[src/rtl/seq_alu_pkg.sv]
// Shared opcodes, FSM states and opcode-class helpers for seq_alu.
// Defining SEQ_ALU_SIGNED_EN adds the signed MULS/DIVS opcodes.
package seq_alu_pkg;

  localparam logic [3:0] OP_ADD  = 4'd0;
  localparam logic [3:0] OP_SUB  = 4'd1;
  localparam logic [3:0] OP_MUL  = 4'd2;
  localparam logic [3:0] OP_DIVU = 4'd3;
  localparam logic [3:0] OP_AND  = 4'd4;
  localparam logic [3:0] OP_OR   = 4'd5;
  localparam logic [3:0] OP_XOR  = 4'd6;
  localparam logic [3:0] OP_CLO  = 4'd7;
  localparam logic [3:0] OP_CLZ  = 4'd8;
  localparam logic [3:0] OP_SLL  = 4'd9;
  localparam logic [3:0] OP_SRL  = 4'd10;
  localparam logic [3:0] OP_SRA  = 4'd11;
  localparam logic [3:0] OP_ROTL = 4'd12;
  localparam logic [3:0] OP_MULS = 4'd13;
  localparam logic [3:0] OP_DIVS = 4'd14;

  typedef enum logic [1:0] {S_IDLE, S_MUL, S_DIV, S_FIN} state_e;

  function automatic logic op_is_mul(input logic [3:0] op);
`ifdef SEQ_ALU_SIGNED_EN
    return (op == OP_MUL) || (op == OP_MULS);
`else
    return (op == OP_MUL);
`endif
  endfunction

  function automatic logic op_is_div(input logic [3:0] op);
`ifdef SEQ_ALU_SIGNED_EN
    return (op == OP_DIVU) || (op == OP_DIVS);
`else
    return (op == OP_DIVU);
`endif
  endfunction

  function automatic logic op_is_multicycle(input logic [3:0] op);
    return op_is_mul(op) || op_is_div(op);
  endfunction

endpackage

[src/rtl/seq_alu_divider.sv]
// Iterative restoring divider: one quotient bit per cycle, WIDTH cycles per divide.
// done is high during the final iteration, so quotient/remainder are final the cycle after.
module seq_alu_divider #(
  parameter int WIDTH = 32
) (
  input  logic             clk,
  input  logic             rst,
  input  logic             start,
  input  logic [WIDTH-1:0] dividend,
  input  logic [WIDTH-1:0] divisor,
  output logic             done,
  output logic [WIDTH-1:0] quotient,
  output logic [WIDTH-1:0] remainder
);

  localparam int SHW = $clog2(WIDTH);

  logic [WIDTH-1:0] quo_q, quo_d, rem_q, rem_d, dvs_q, dvs_d;
  logic [SHW-1:0]   cnt_q, cnt_d;
  logic             run_q, run_d;
  logic [WIDTH:0]   trial;

  assign done      = run_q && (cnt_q == '1);
  assign quotient  = quo_q;
  assign remainder = rem_q;

  always_comb begin
    // NOTE: every variable gets a default before any branch, so no latch can be inferred.
    quo_d = quo_q;
    rem_d = rem_q;
    dvs_d = dvs_q;
    cnt_d = cnt_q;
    run_d = run_q;
    trial = {rem_q, quo_q[WIDTH-1]};
    if (start) begin
      quo_d = dividend;
      rem_d = '0;
      dvs_d = divisor;
      cnt_d = '0;
      run_d = 1'b1;
    end else if (run_q) begin
      if (trial >= {1'b0, dvs_q}) begin
        rem_d = WIDTH'(trial - {1'b0, dvs_q});
        quo_d = {quo_q[WIDTH-2:0], 1'b1};
      end else begin
        rem_d = trial[WIDTH-1:0];
        quo_d = {quo_q[WIDTH-2:0], 1'b0};
      end
      cnt_d = cnt_q + SHW'(1);
      if (done) run_d = 1'b0;
    end
  end

  // NOTE: sequential state uses non-blocking assignments so every flop samples pre-edge values.
  always_ff @(posedge clk or negedge rst) begin
    if (!rst) begin
      quo_q <= '0;
      rem_q <= '0;
      dvs_q <= '0;
      cnt_q <= '0;
      run_q <= 1'b0;
    end else begin
      quo_q <= quo_d;
      rem_q <= rem_d;
      dvs_q <= dvs_d;
      cnt_q <= cnt_d;
      run_q <= run_d;
    end
  end

endmodule

[src/rtl/seq_alu.sv]
// Handshaked ALU: single-cycle ops, iterative shift-add multiply and restoring divide.
// Defining SEQ_ALU_SIGNED_EN adds signed MULS (op 13) and DIVS (op 14).
module seq_alu
  import seq_alu_pkg::*;
#(
  parameter int WIDTH = 32
) (
  input  logic             clk,
  input  logic             rst,
  input  logic             start,
  input  logic [3:0]       aluop,
  input  logic [WIDTH-1:0] a,
  input  logic [WIDTH-1:0] b,
  input  logic             output_inverted,
  input  logic             output_inc,
  output logic             busy,
  output logic             done,
  output logic             div_by_zero,
  output logic [WIDTH-1:0] res_high,
  output logic [WIDTH-1:0] res_low
);

  localparam int SHW = $clog2(WIDTH);

  state_e           state_q, state_d;
  logic [SHW-1:0]   cnt_q, cnt_d;
  logic [3:0]       op_q, op_d;
  logic [WIDTH-1:0] a_q, a_d, b_q, b_d, acc_hi_q, acc_hi_d, acc_lo_q, acc_lo_d;
  logic [WIDTH-1:0] res_high_q, res_high_d, res_low_q, res_low_d;
  logic             inv_q, inv_d, inc_q, inc_d, done_q, done_d, dbz_q, dbz_d;

  logic             div_start, div_done;
  logic [WIDTH-1:0] div_a, div_b, div_quo, div_rem, mul_b_init, mcand;
  logic [WIDTH:0]   mul_sum, sum;
  logic [SHW-1:0]   sh;
  logic [SHW:0]     lead;
  logic             lead_stop;
  logic [WIDTH-1:0] r_hi, r_lo;
  logic [2*WIDTH-1:0] r_post;

`ifdef SEQ_ALU_SIGNED_EN
  function automatic logic [WIDTH-1:0] mag(input logic [WIDTH-1:0] v);
    return v[WIDTH-1] ? -v : v;
  endfunction
`endif

  // Operand conditioning: signed ops run the unsigned engines on magnitudes.
  always_comb begin
    mul_b_init = b;
    div_a      = a;
    div_b      = b;
    mcand      = a_q;
`ifdef SEQ_ALU_SIGNED_EN
    if (aluop == OP_MULS) mul_b_init = mag(b);
    if (aluop == OP_DIVS) begin
      div_a = mag(a);
      div_b = mag(b);
    end
    if (op_q == OP_MULS) mcand = mag(a_q);
`endif
  end

  assign div_start = (state_q == S_IDLE) && start && op_is_div(aluop) && (b != '0);
  assign mul_sum   = {1'b0, acc_hi_q} + {1'b0, mcand & {WIDTH{acc_lo_q[0]}}};

  seq_alu_divider #(.WIDTH(WIDTH)) u_divider (
    .clk       (clk),
    .rst       (rst),
    .start     (div_start),
    .dividend  (div_a),
    .divisor   (div_b),
    .done      (div_done),
    .quotient  (div_quo),
    .remainder (div_rem)
  );

  // Raw 2*WIDTH result from the latched operands; only consumed in FIN.
  always_comb begin
    sum       = {1'b0, a_q} + {1'b0, b_q};
    sh        = b_q[SHW-1:0];
    lead      = '0;
    lead_stop = 1'b0;
    for (int i = WIDTH - 1; i >= 0; i--) begin
      if (!lead_stop && (a_q[i] == (op_q == OP_CLO))) lead = lead + (SHW+1)'(1);
      else lead_stop = 1'b1;
    end
    r_hi = '0;
    r_lo = '0;
    case (op_q)
      OP_ADD: begin
        r_lo = sum[WIDTH-1:0];
        r_hi = {{(WIDTH-1){1'b0}}, sum[WIDTH]};
      end
      OP_SUB: begin
        r_lo = a_q - b_q;
        r_hi = (a_q < b_q) ? '1 : '0;
      end
      OP_MUL: {r_hi, r_lo} = {acc_hi_q, acc_lo_q};
      OP_DIVU: begin
        r_hi = (b_q == '0) ? a_q : div_rem;
        r_lo = (b_q == '0) ? '1  : div_quo;
      end
      OP_AND:  r_lo = a_q & b_q;
      OP_OR:   r_lo = a_q | b_q;
      OP_XOR:  r_lo = a_q ^ b_q;
      OP_CLO, OP_CLZ: r_lo = WIDTH'(lead);
      OP_SLL:  r_lo = a_q << sh;
      OP_SRL:  r_lo = a_q >> sh;
      OP_SRA: begin
        r_lo = $signed(a_q) >>> sh;
        r_hi = {WIDTH{a_q[WIDTH-1]}};
      end
      // a >> (WIDTH-sh) written as (a >> 1) >> ~sh so sh=0 needs no special case.
      OP_ROTL: r_lo = (a_q << sh) | ((a_q >> 1) >> ~sh);
`ifdef SEQ_ALU_SIGNED_EN
      OP_MULS: {r_hi, r_lo} = (a_q[WIDTH-1] ^ b_q[WIDTH-1]) ? -{acc_hi_q, acc_lo_q}
                                                            :  {acc_hi_q, acc_lo_q};
      OP_DIVS: begin
        if (b_q == '0) begin
          r_hi = a_q;
          r_lo = '1;
        end else begin
          r_lo = (a_q[WIDTH-1] ^ b_q[WIDTH-1]) ? -div_quo : div_quo;
          r_hi = a_q[WIDTH-1] ? -div_rem : div_rem;
        end
      end
`endif
      default: ;
    endcase
    r_post = (inv_q ? ~{r_hi, r_lo} : {r_hi, r_lo}) + {{(2*WIDTH-1){1'b0}}, inc_q};
  end

  always_comb begin
    state_d    = state_q;
    cnt_d      = cnt_q;
    op_d       = op_q;
    a_d        = a_q;
    b_d        = b_q;
    inv_d      = inv_q;
    inc_d      = inc_q;
    acc_hi_d   = acc_hi_q;
    acc_lo_d   = acc_lo_q;
    res_high_d = res_high_q;
    res_low_d  = res_low_q;
    done_d     = 1'b0;
    dbz_d      = dbz_q;
    case (state_q)
      S_IDLE: begin
        if (start) begin
          op_d     = aluop;
          a_d      = a;
          b_d      = b;
          inv_d    = output_inverted;
          inc_d    = output_inc;
          dbz_d    = 1'b0;
          acc_hi_d = '0;
          acc_lo_d = mul_b_init;
          cnt_d    = '0;
          if (op_is_mul(aluop))           state_d = S_MUL;
          else if (div_start)             state_d = S_DIV;
          else                            state_d = S_FIN;
        end
      end
      S_MUL: begin
        {acc_hi_d, acc_lo_d} = {mul_sum, acc_lo_q[WIDTH-1:1]};
        cnt_d = cnt_q + SHW'(1);
        if (cnt_q == '1) state_d = S_FIN;
      end
      S_DIV: begin
        if (div_done) state_d = S_FIN;
      end
      S_FIN: begin
        {res_high_d, res_low_d} = r_post;
        done_d  = 1'b1;
        dbz_d   = op_is_div(op_q) && (b_q == '0);
        state_d = S_IDLE;
      end
      default: state_d = S_IDLE;
    endcase
  end

  always_ff @(posedge clk or negedge rst) begin
    if (!rst) begin
      state_q    <= S_IDLE;
      cnt_q      <= '0;
      op_q       <= '0;
      a_q        <= '0;
      b_q        <= '0;
      inv_q      <= 1'b0;
      inc_q      <= 1'b0;
      acc_hi_q   <= '0;
      acc_lo_q   <= '0;
      res_high_q <= '0;
      res_low_q  <= '0;
      done_q     <= 1'b0;
      dbz_q      <= 1'b0;
    end else begin
      state_q    <= state_d;
      cnt_q      <= cnt_d;
      op_q       <= op_d;
      a_q        <= a_d;
      b_q        <= b_d;
      inv_q      <= inv_d;
      inc_q      <= inc_d;
      acc_hi_q   <= acc_hi_d;
      acc_lo_q   <= acc_lo_d;
      res_high_q <= res_high_d;
      res_low_q  <= res_low_d;
      done_q     <= done_d;
      dbz_q      <= dbz_d;
    end
  end

  assign busy        = (state_q != S_IDLE);
  assign done        = done_q;
  assign div_by_zero = dbz_q;
  assign res_high    = res_high_q;
  assign res_low     = res_low_q;

endmodule

[config.mk]
export PLATFORM = sky130hd
export DESIGN_NAME = seq_alu
export DESIGN_NICKNAME = d
export VERILOG_FILES = /design/src/rtl/seq_alu_pkg.sv /design/src/rtl/seq_alu_divider.sv /design/src/rtl/seq_alu.sv
export SDC_FILE = /design/constraint.sdc
export NUM_CORES = 1
export LEC_CHECK = 0
export ABC_CLOCK_PERIOD_IN_PS = 29900
export CORE_UTILIZATION = 32
export CTS_CLUSTER_SIZE = 30
export DETAILED_ROUTE_END_ITERATION = 7
export PLACE_DENSITY_LB_ADDON = 0.2
export SYNTH_ARGS = -nofsm -noshare
export SYNTH_HDL_FRONTEND = slang
export SYNTH_SLANG_ARGS = --single-unit
[constraint.sdc]
create_clock -name clk -period 29.9 [get_ports clk]
set_input_delay 5.98 -clock clk [delete_from_list [all_inputs] [get_ports clk]]
set_output_delay 5.98 -clock clk [all_outputs]
set_load 0.005 [all_outputs]
### Yosys cells after proc, flatten, opt, wreduce, memory -nomap -nowiden

Index checks and enable logic that the tools add are counted.

| operators by class | value |
|---|---|
| $add $sub $neg | 38 |
| multipliers | 0 |
| divide/modulo/power cells | 0 |
| order comparisons | 2 |
| equality and inequality tests | 54 |
| shift-type cells | 4 |
| mux-type cells | 95 |
| bitwise gates (word level) | 7 |
| reductions and logical operators | 79 |

Operator list:

| cell | count |
|---|---|
| one-hot mux 32 bit (12 select lines) | 1 |
| two-way mux 32 bit | 10 |
| adder 6 x 1 -> 6 bit (second input constant) | 30 |
| two-way mux 6 bit | 30 |
| one-hot mux 32 bit (5 select lines) | 1 |
| one-hot mux 32 bit (2 select lines) | 2 |
| adder 32 x 32 -> 33 bit | 2 |
| adder 64 x 1 -> 64 bit | 1 |
| AND 32 bit | 2 |
| two-way mux 64 bit | 1 |
| inverter 64 bit | 1 |
| OR 32 bit | 2 |
| subtractor 32 bit | 2 |
| two-way mux 1 bit | 39 |
| logical AND 1 bit | 36 |
| >= comparator 33 x 32 -> 1 bit | 1 |
| equality test 1 bit | 32 |
| zero test 32 bit | 1 |
| less-than comparator 32 bit | 1 |
| nonzero test 32 bit | 1 |
| left shift 32 x 5 -> 32 bit | 1 |
| >> shifter 31 x 5 -> 32 bit | 1 |
| >> shifter 32 x 5 -> 32 bit | 1 |
| >>> shifter 32 x 5 -> 32 bit | 1 |
| 24 further kinds | 79 |

| word-level totals | value |
|---|---|
| register bits | 309 |
| bits in latches | 0 |
| bits in writable memories | 0 |
| memory bits (read-only) | 0 |
| input port bits | 73 |
| output and inout port bits | 67 |
| logic and storage cells | 297 |
| memories | 0 |

### Longest topological paths before layout

Gate-level depths: netlist (run 1).

| logic depth | value |
|---|---|
| depth after elaboration | 98 |
| gate-level depth with buffers | 122 |
| depth with buffers taken out | 114 |

### Cells and area by module

A second synthesis (run 1) with hierarchy kept.

| unflattened totals | value |
|---|---|
| cells, all modules | 4303 |
| area, all modules | 32850.3 sq um |

By module, submodules not included:

| module | instances | cells each | area each (sq um) | seq. area each (sq um) |
|---|---|---|---|---|
| seq_alu | 1 | 3533 | 26205.1 | 5180.0 |
| seq_alu_divider | 1 | 770 | 6645.1 | 2552.4 |

### Least setup slack after synthesis (run 1)

Ideal clock, no wire load.

| timing path | value |
|---|---|
| path kind | register -> register |
| from | reg op_q[0] |
| to | reg res_high_q[27], in the netlist res_high[27] |
| library setup time | 0.125 ns |
| arrival | 22.154 ns |
| required time | 29.775 ns |
| slack | 7.621 ns |
| stages on the path, launching flop included | 117 |
| path buffers | 6 |
| clock period less this slack | 22.279 ns |
| path through | dfrtp_1 > buf_4 > nand4b_4 > buf_4 > buf_4 > buf_2 > clkbuf_1 > clkbuf_1 > o21ai_0 > o22ai_1 > ha_1 > a21o_1 > and2_1 > ha_1 > inv_1 > o21ai_0 > ha_1 > inv_1 > (+81 left out) > xnor2_1 > xnor2_1 > xnor2_1 > nor3_1 > a211oi_1 > inv_1 > maj3_1 > o31ai_1 > mux2i_1 > xor2_1 > o21ai_0 > inv_1 > nor3_2 > o2111ai_1 > nor3_2 > nand3_1 > xnor2_1 > mux2_2 |

| between the ends | value |
|---|---|
| longest elaborated chain between the ends | 98 |
| elaborated cells between the ends (all ways) | 206 |
| classes of those cells | 32 x add/sub; 44 x eq/ne; 66 x mux; 1 x bitwise; 63 x reduce/logical |

Ends and longest elaborated chain:

| element | RTL line | text |
|---|---|---|
| from (decl) | seq_alu.sv:27 | `logic [3:0] op_q, op_d;` |
| from (signal assigned) | seq_alu.sv:200 | `op_q <= op_d;` |
| parallel branches: the longest is 96 deep, another holds adder 6 x 1 -> 6 bit | n/a |  |
| two-way mux 64 bit * | seq_alu.sv:130 | `r_post = (inv_q ? ~{r_hi, r_lo} : {r_hi, r_lo}) + {{(2*WIDTH-1){1'b0}}, inc_q};` |
| adder 64 x 1 -> 64 bit * | seq_alu.sv:130 |  |
| to (signal assigned) | seq_alu.sv:207 | `res_high_q <= res_high_d;` |
| to (decl) | seq_alu.sv:29 | `logic [WIDTH-1:0] res_high_q, res_high_d, res_low_q, res_low_d;` |

Mark *: on every way between the ends.
A chain may end at the register's enable or synchronous reset.

### Worst setup path after layout (run 1)

Same ends and word-level chain as after synthesis.

==> run metrics, run 1 <==
hold path cells=2; # rows=approximately 120; I/O Buffers=around 140; Critical Path AT=~26 ns; Reg2Reg Setup Slack=between 4 and 5 ns; FF-to-FF path depth=between 100 and 150; worst r2r dst=res_high[27]; critical path buffer and inverter count=6; share of the synthesized area in the top cell type=24.3%; Inserted Clock Buffers=40; Synth-to-Final Area Change=12.5%; Core Footprint=98400 sq um; dpl hpwl=roughly 100000 um; xor and xnor area share after synthesis=about 7.1%; non-filler instance count after layout=approximately 5400; later-pin clock latency in the skew report=around 0.60 ns; Setup crit end kind=flop; WL per Instance=approximately 25 um; Die Y=between 300 and 400 um; pre-CTS setup slack=5.11 ns; Synth warnings=0; final setup fails=0; post-synthesis compound-gate area fraction=around 24%; die width=about 320 um; total congestion overflow=0; Hold Path Class=flop to flop; Post-synth EDFFs=0; syn_area_per_cell=roughly 7.8 sq um; CP Class=flop to flop; worst-path fanout max=50; adder-cell share of the synthesized area=under 10%; largest net degree at the start of global routing=95; Die ar.=101000 sq um; Clock Path Buffers=3; largest family of logic cells by synthesized area=compound AO/OA/AOI/OAI gates; starting density of the core=about a third; final worst slack=roughly 4.8 ns; CTS Root Cell=clkbuf_16; cell family with most CP delay=adder cells; Mapped Area=around 32000 sq um; final hold violation count=0; Slew Viols, Final=0; vias in the first global route=about 30000; post-CTS setup buffer count=0; RSZ-0062 raised after global routing=false; slowest stage cell, crit path=a311oi_1; ys async rst share=between 90% and 100%; crit start category=flop; Iter 0 DRT Violations=between 2000 and 3000; Distinct cells, synth=roughly 110; top_reg_cell synth=dfrtp_1; vias=approximately 31000; antenna violations before repair=2; CTS tree=yes; clock sink count=309; ratio of final minimum period to clock period=83.8%; H-tree levels=2; max incr delay on CP=0.79 ns; CP Capture Point=res_high[27]; fin crit period=roughly 25 ns; GPL Wtd Cong=1.06; net count after synthesis=between 4000 and 5000; CP Depth=111; max_slew headroom=about a fifth; drt via density=5.84; status=finished, final reports clean; Routed WL=about 140000 um; antenna-violating nets left=0; CP Launch Point=op_q[0]; Final nets=roughly 4300; Worst EP required=around 30 ns; Max-cap violations=0; RR Startpoint=op_q[0]; I/O pins=between 100 and 150; share of layout cells above drive strength 1=8.66%; Post-CTS Resized=0; final core occ=between 30% and 40%; CTS Hold Bufs=0; Final TNS setup=0 ns; first-pass GRT wire length=between 200000 and 250000 um; DP Cell Count=5291; Tot GR Track Use=a little over a quarter; DRT Pass-1 Iters=5; fmax=approximately 40 MHz; post-synthesis sequential area ratio=24.3%; register bit total from synthesis=~310; Area contributors post-synth=dfrtp_1 (24%), ha_1 (7.9%), o21ai_0 (7.0%); Worst-path clk slew=approximately 0.06 ns; Simple-Gate Fraction of Synth Area=roughly a fifth; Synth area leader=dfrtp_1; Top cell by count, worst path=ha_1; mux cell area share after synthesis=~11%; DRC errors left=0; Slew @ Worst Pin=around 1.2 ns; Syn Inst Count=about 4100; skew final=roughly 0.026 ns
-- worst min path at each step --
stage | start | to | slack [ns]
global placement | u_divider.dvs_q[0] | u_divider.dvs_q[0] | 0.47
global route | res_high[3] | res_high[3] | 0.53
finish | u_divider.dvs_q[0] | u_divider.dvs_q[0] | 0.50
floorplan | u_divider.dvs_q[0] | u_divider.dvs_q[0] | 0.45
CTS | u_divider.dvs_q[0] | u_divider.dvs_q[0] | 0.50
detailed placement | u_divider.dvs_q[0] | u_divider.dvs_q[0] | 0.48
-- Yosys cell counts (all sizes together), types with 12 or more instances --
library cell  number
o21bai            31
o221ai            23
nor2             373
o31ai             17
o211ai            24
o22ai             22
a211oi            52
mux2              83
mux4              38
a21o              39
or3               32
or2               27
mux2i            169
and2              57
nand2b            36
buf               57
a2111oi           12
a221o             21
a211o             16
xor2              57
a21oi            286
dfrtp            309
o2111ai           15
nor4              32
clkbuf           214
a22oi             20
nand3             82
xnor2            172
a221oi            44
nor2b             25
nand2            448
nand4             39
ha               200
nor3              87
o21ai            452
o21a              25
inv              203
a31oi             26
and3              47
-- layer usage --
layer | vias up | GRT usage [%] | routed length [um]
met1 | 15300 | 35.4 | 57500
met5 | - | 0 | 0
li1 | 14600 | - | -
met4 | 0 | 14.0 | 7860
met3 | 239 | 3.31 | 8760
met2 | 1138 | 42.4 | 61500
-- flip-flops by register name, summed over array words and instances, names as in the netlist, 5 cells and up --
name	count
acc_lo_q	32
u_divider.remainder	32
b_q	32
u_divider.cnt_q	5
res_high	32
cnt_q	5
u_divider.dvs_q	32
a_q	32
acc_hi_q	32
res_low	32
u_divider.quotient	32
-- per-stage QoR --
| stage | instance area [sq um] | hold slack, ns |
|---|---|---|
| 5_1_grt | 35700 | 0.527 |
| 3_3_place_gp | 34300 | 0.474 |
| 6_report | 35700 | 0.502 |
| 4_1_cts | 35700 | 0.503 |
| 2_1_floorplan | 31800 | 0.450 |
| 3_5_place_dp | 34300 | 0.483 |
-- tightest hold or removal path, stage by stage, from the launching register on --
cell	delay (ns)
dfrtp_1	0.36
nand2_1	0.06
nand2_1	0.06
-- placed cells by master (no fill, tap or decap), types with 23 or more instances in the layout --
cell type / n
nand2_1: 448
o21ai_0: 446
nor2_1: 362
dfrtp_1: 303
a21oi_1: 283
inv_1: 201
ha_1: 198
mux2i_1: 169
xnor2_1: 169
clkdlybuf4s50_1: 138
mux2_2: 83
nand3_1: 82
nor3_1: 80
buf_4: 70
and2_1: 56
xor2_1: 54
a211oi_1: 52
and3_1: 46
a221oi_1: 44
clkbuf_16: 41
a21o_1: 39
nand4_1: 39
mux4_2: 38
nand2b_1: 36
or3_1: 31
o21bai_1: 31
nor4_1: 30
a31oi_1: 26
nor2b_1: 25
o21a_1: 25
o211ai_1: 23
-- cells by family (layout without fill, tap and decap cells) --
kind of cell,count (synthesis),count (layout)
other,0,4
xor gates and xnor gates,236,236
muxes,290,290
DFF,309,309
adders and majority gates,206,206
and+or+nand+nor,1323,1323
buffers and inverters,480,492
AOI/OAI and AO/OA,1222,1222
-- area by class of cell --
cell class | instances | area [sq um]
sequential | 309 | 7740
inverter | 209 | 785
fill | 10500 | 62700
clock inverter | 22 | 260
antenna | 4 | 10.0
multi-input combinational | 3277 | 22300
clock buffer | 52 | 1120
timing repair buffer | 209 | 1920
tap | 1287 | 1610
Power of run 1 is left out: the tool's default activity adds up to more than one toggle a clock period on the data nets, which glitch-free logic cannot reach.
==> run 2, diff against run 1 <==
ABC_CLOCK_PERIOD_IN_PS = 20700   (was 29900)
clock period = 20.7 ns   (was 29.9 ns; I/O delays follow)
==> run 2 against run 1 <==
Effect of this change: final cell count increased by 1.9%; clock skew is 0.0075 ns lower; fmax rose by 23%; highest routed layer is now met5.
==> run metrics, run 2 (same netlist as run 1, synthesis figures left out) <==
max_slew headroom=17.0% (-3.1 points); most frequent cells in the layout=nand2_1 (437), o21ai_0 (428), nor2_1 (352); Clock Path Buffers=3 (unchanged); Synth-to-Final Area Change=17.4%; Iter 0 DRT Violations=2989 (+5.2%); Setup crit end kind=flop; vias in the first global route=29900 (-0.54%); CTS Root Cell=clkbuf_16; CTS tree=yes; fin crit period=20.37 ns (-4.70 ns); die width=317 um (unchanged); H-tree levels=2 (unchanged); RSZ-0062 raised after global routing=true; worst-path fanout max=7 (-86%); Worst-path clk slew=0.06 ns (about the same); max incr delay on CP=0.47 ns (-0.32 ns); I/O pins=140 (unchanged); GPL Wtd Cong=1.03 (-2.8%); starting density of the core=32.3% (unchanged); Slew Viols, Final=0 (unchanged); final hold violation count=0 (unchanged); largest net degree at the start of global routing=102 (+7.4%); status=finished, final reports clean; Final nets=4432 (+2.5%); DRT Pass-1 Iters=6 (+1); Hold Path Class=flop to flop; WL per Instance=24.7 um (-2.3%); # rows=115 (unchanged); dpl hpwl=100000 um (-0.71%); drt via density=5.81 (-0.44%); post-route design area=37300 sq um (+4.4%); Inserted Clock Buffers=40 (unchanged); share of layout cells above drive strength 1=13.6% (+4.9 points); Max-cap violations=0 (unchanged); Die ar.=101000 sq um (unchanged); Top cell by count, worst path=ha_1; I/O Buffers=139 (unchanged); Routed WL=135000 um (-0.40%); Core Footprint=98400 sq um (unchanged); antenna-violating nets left=0 (unchanged); cell family with most CP delay=adder cells; total congestion overflow=0 (unchanged); Post-Place Cell Area=35000 sq um (+2.0%); Die Y=317 um (unchanged); final core occ=37.9% (+1.6 points); Critical Path AT=20.84 ns (-4.70 ns); ratio of final minimum period to clock period=98.4% (+15 points); critical path buffer and inverter count=8 (+2); first-pass GRT wire length=199000 um (-1.2%); slowest stage cell, crit path=mux4_2; clock sink count=309 (unchanged); Worst EP required=21.17 ns (-9.21 ns); later-pin clock latency in the skew report=0.59 ns (about the same); fmax=49.1 MHz (+23%); antenna violations before repair=3 (+1); Tot GR Track Use=26.3% (-0.38 points); skew final=0.0188 ns (-0.00750 ns); DRC errors left=0 (unchanged); CP Class=flop to flop; final setup fails=0 (unchanged); leading cell type in the layout, fill and taps excluded=nand2_1; vias=31800 (+1.5%); crit start category=flop; Slew @ Worst Pin=1.24 ns (+0.0422 ns)
[run 2: final cells by class]
type,count,area (sq um)
Clock buffer,58,1200
Clock inverter,13,140
Multi-Input combinational cell,3277,23000
Timing Repair Buffer,318,2810
Inverter,209,787
Tap cell,1287,1610
Sequential cell,309,7740
Fill cell,10300,61100
Antenna cell,2,5.00
[run 2: worst min-delay path: stages, from the launching register on]
cell and delay (ns):
dfrtp_1 0.34, nand2_1 0.06, nand2_1 0.06
[run 2: timing repair]
| action | CTS | global route |
|---|---|---|
| hold buffers | 0 | 0 |
| setup buffers | 14 | 17 |
| gates resized for setup | 20 | 139 |
| endpoints found under the setup margin | 58 | 62 |
| hold endpoints to repair | 0 | 0 |
| pin swaps | 37 | 101 |
[run 2: final timing paths]
kind	cells after the start	start	slack [ns]	endpoint
hold reg to reg	2	u_divider.dvs_q[0]	0.49	u_divider.dvs_q[0]
hold / removal	2	u_divider.dvs_q[0]	0.49	u_divider.dvs_q[0]
setup reg to reg	114	a_q[30]	0.33	res_high[30]
min in group asynchronous	1	rst	3.54	res_high[26]
max in group asynchronous	4	rst	14.34	u_divider.quotient[7]
setup / recovery	114	a_q[30]	0.33	res_high[30]
[run 2: stage by stage]
stage | instances | worst slack (ns) | hold slack (ns) | TNS (ns)
floorplan | 4066 | 0.0283 | 0.450 | 0
global placement | 5370 | -0.0346 | 0.469 | -0.130
detailed placement | 5370 | -0.445 | 0.488 | -16.10
CTS | 5455 | 0.0433 | 0.503 | 0
global route | 5471 | -0.817 | 0.523 | -37.63
finish | 5473 | 0.333 | 0.495 | 0
[run 2: metal layers]
layer	wire [um]	global-route usage (%)	vias to the layer above
li1	-	-	14800
met1	57500	34.9	15600
met2	61100	41.9	1152
met3	8330	3.31	243
met4	8090	13.5	2
met5	20	0	-
Power of run 2 is left out for the same reason.
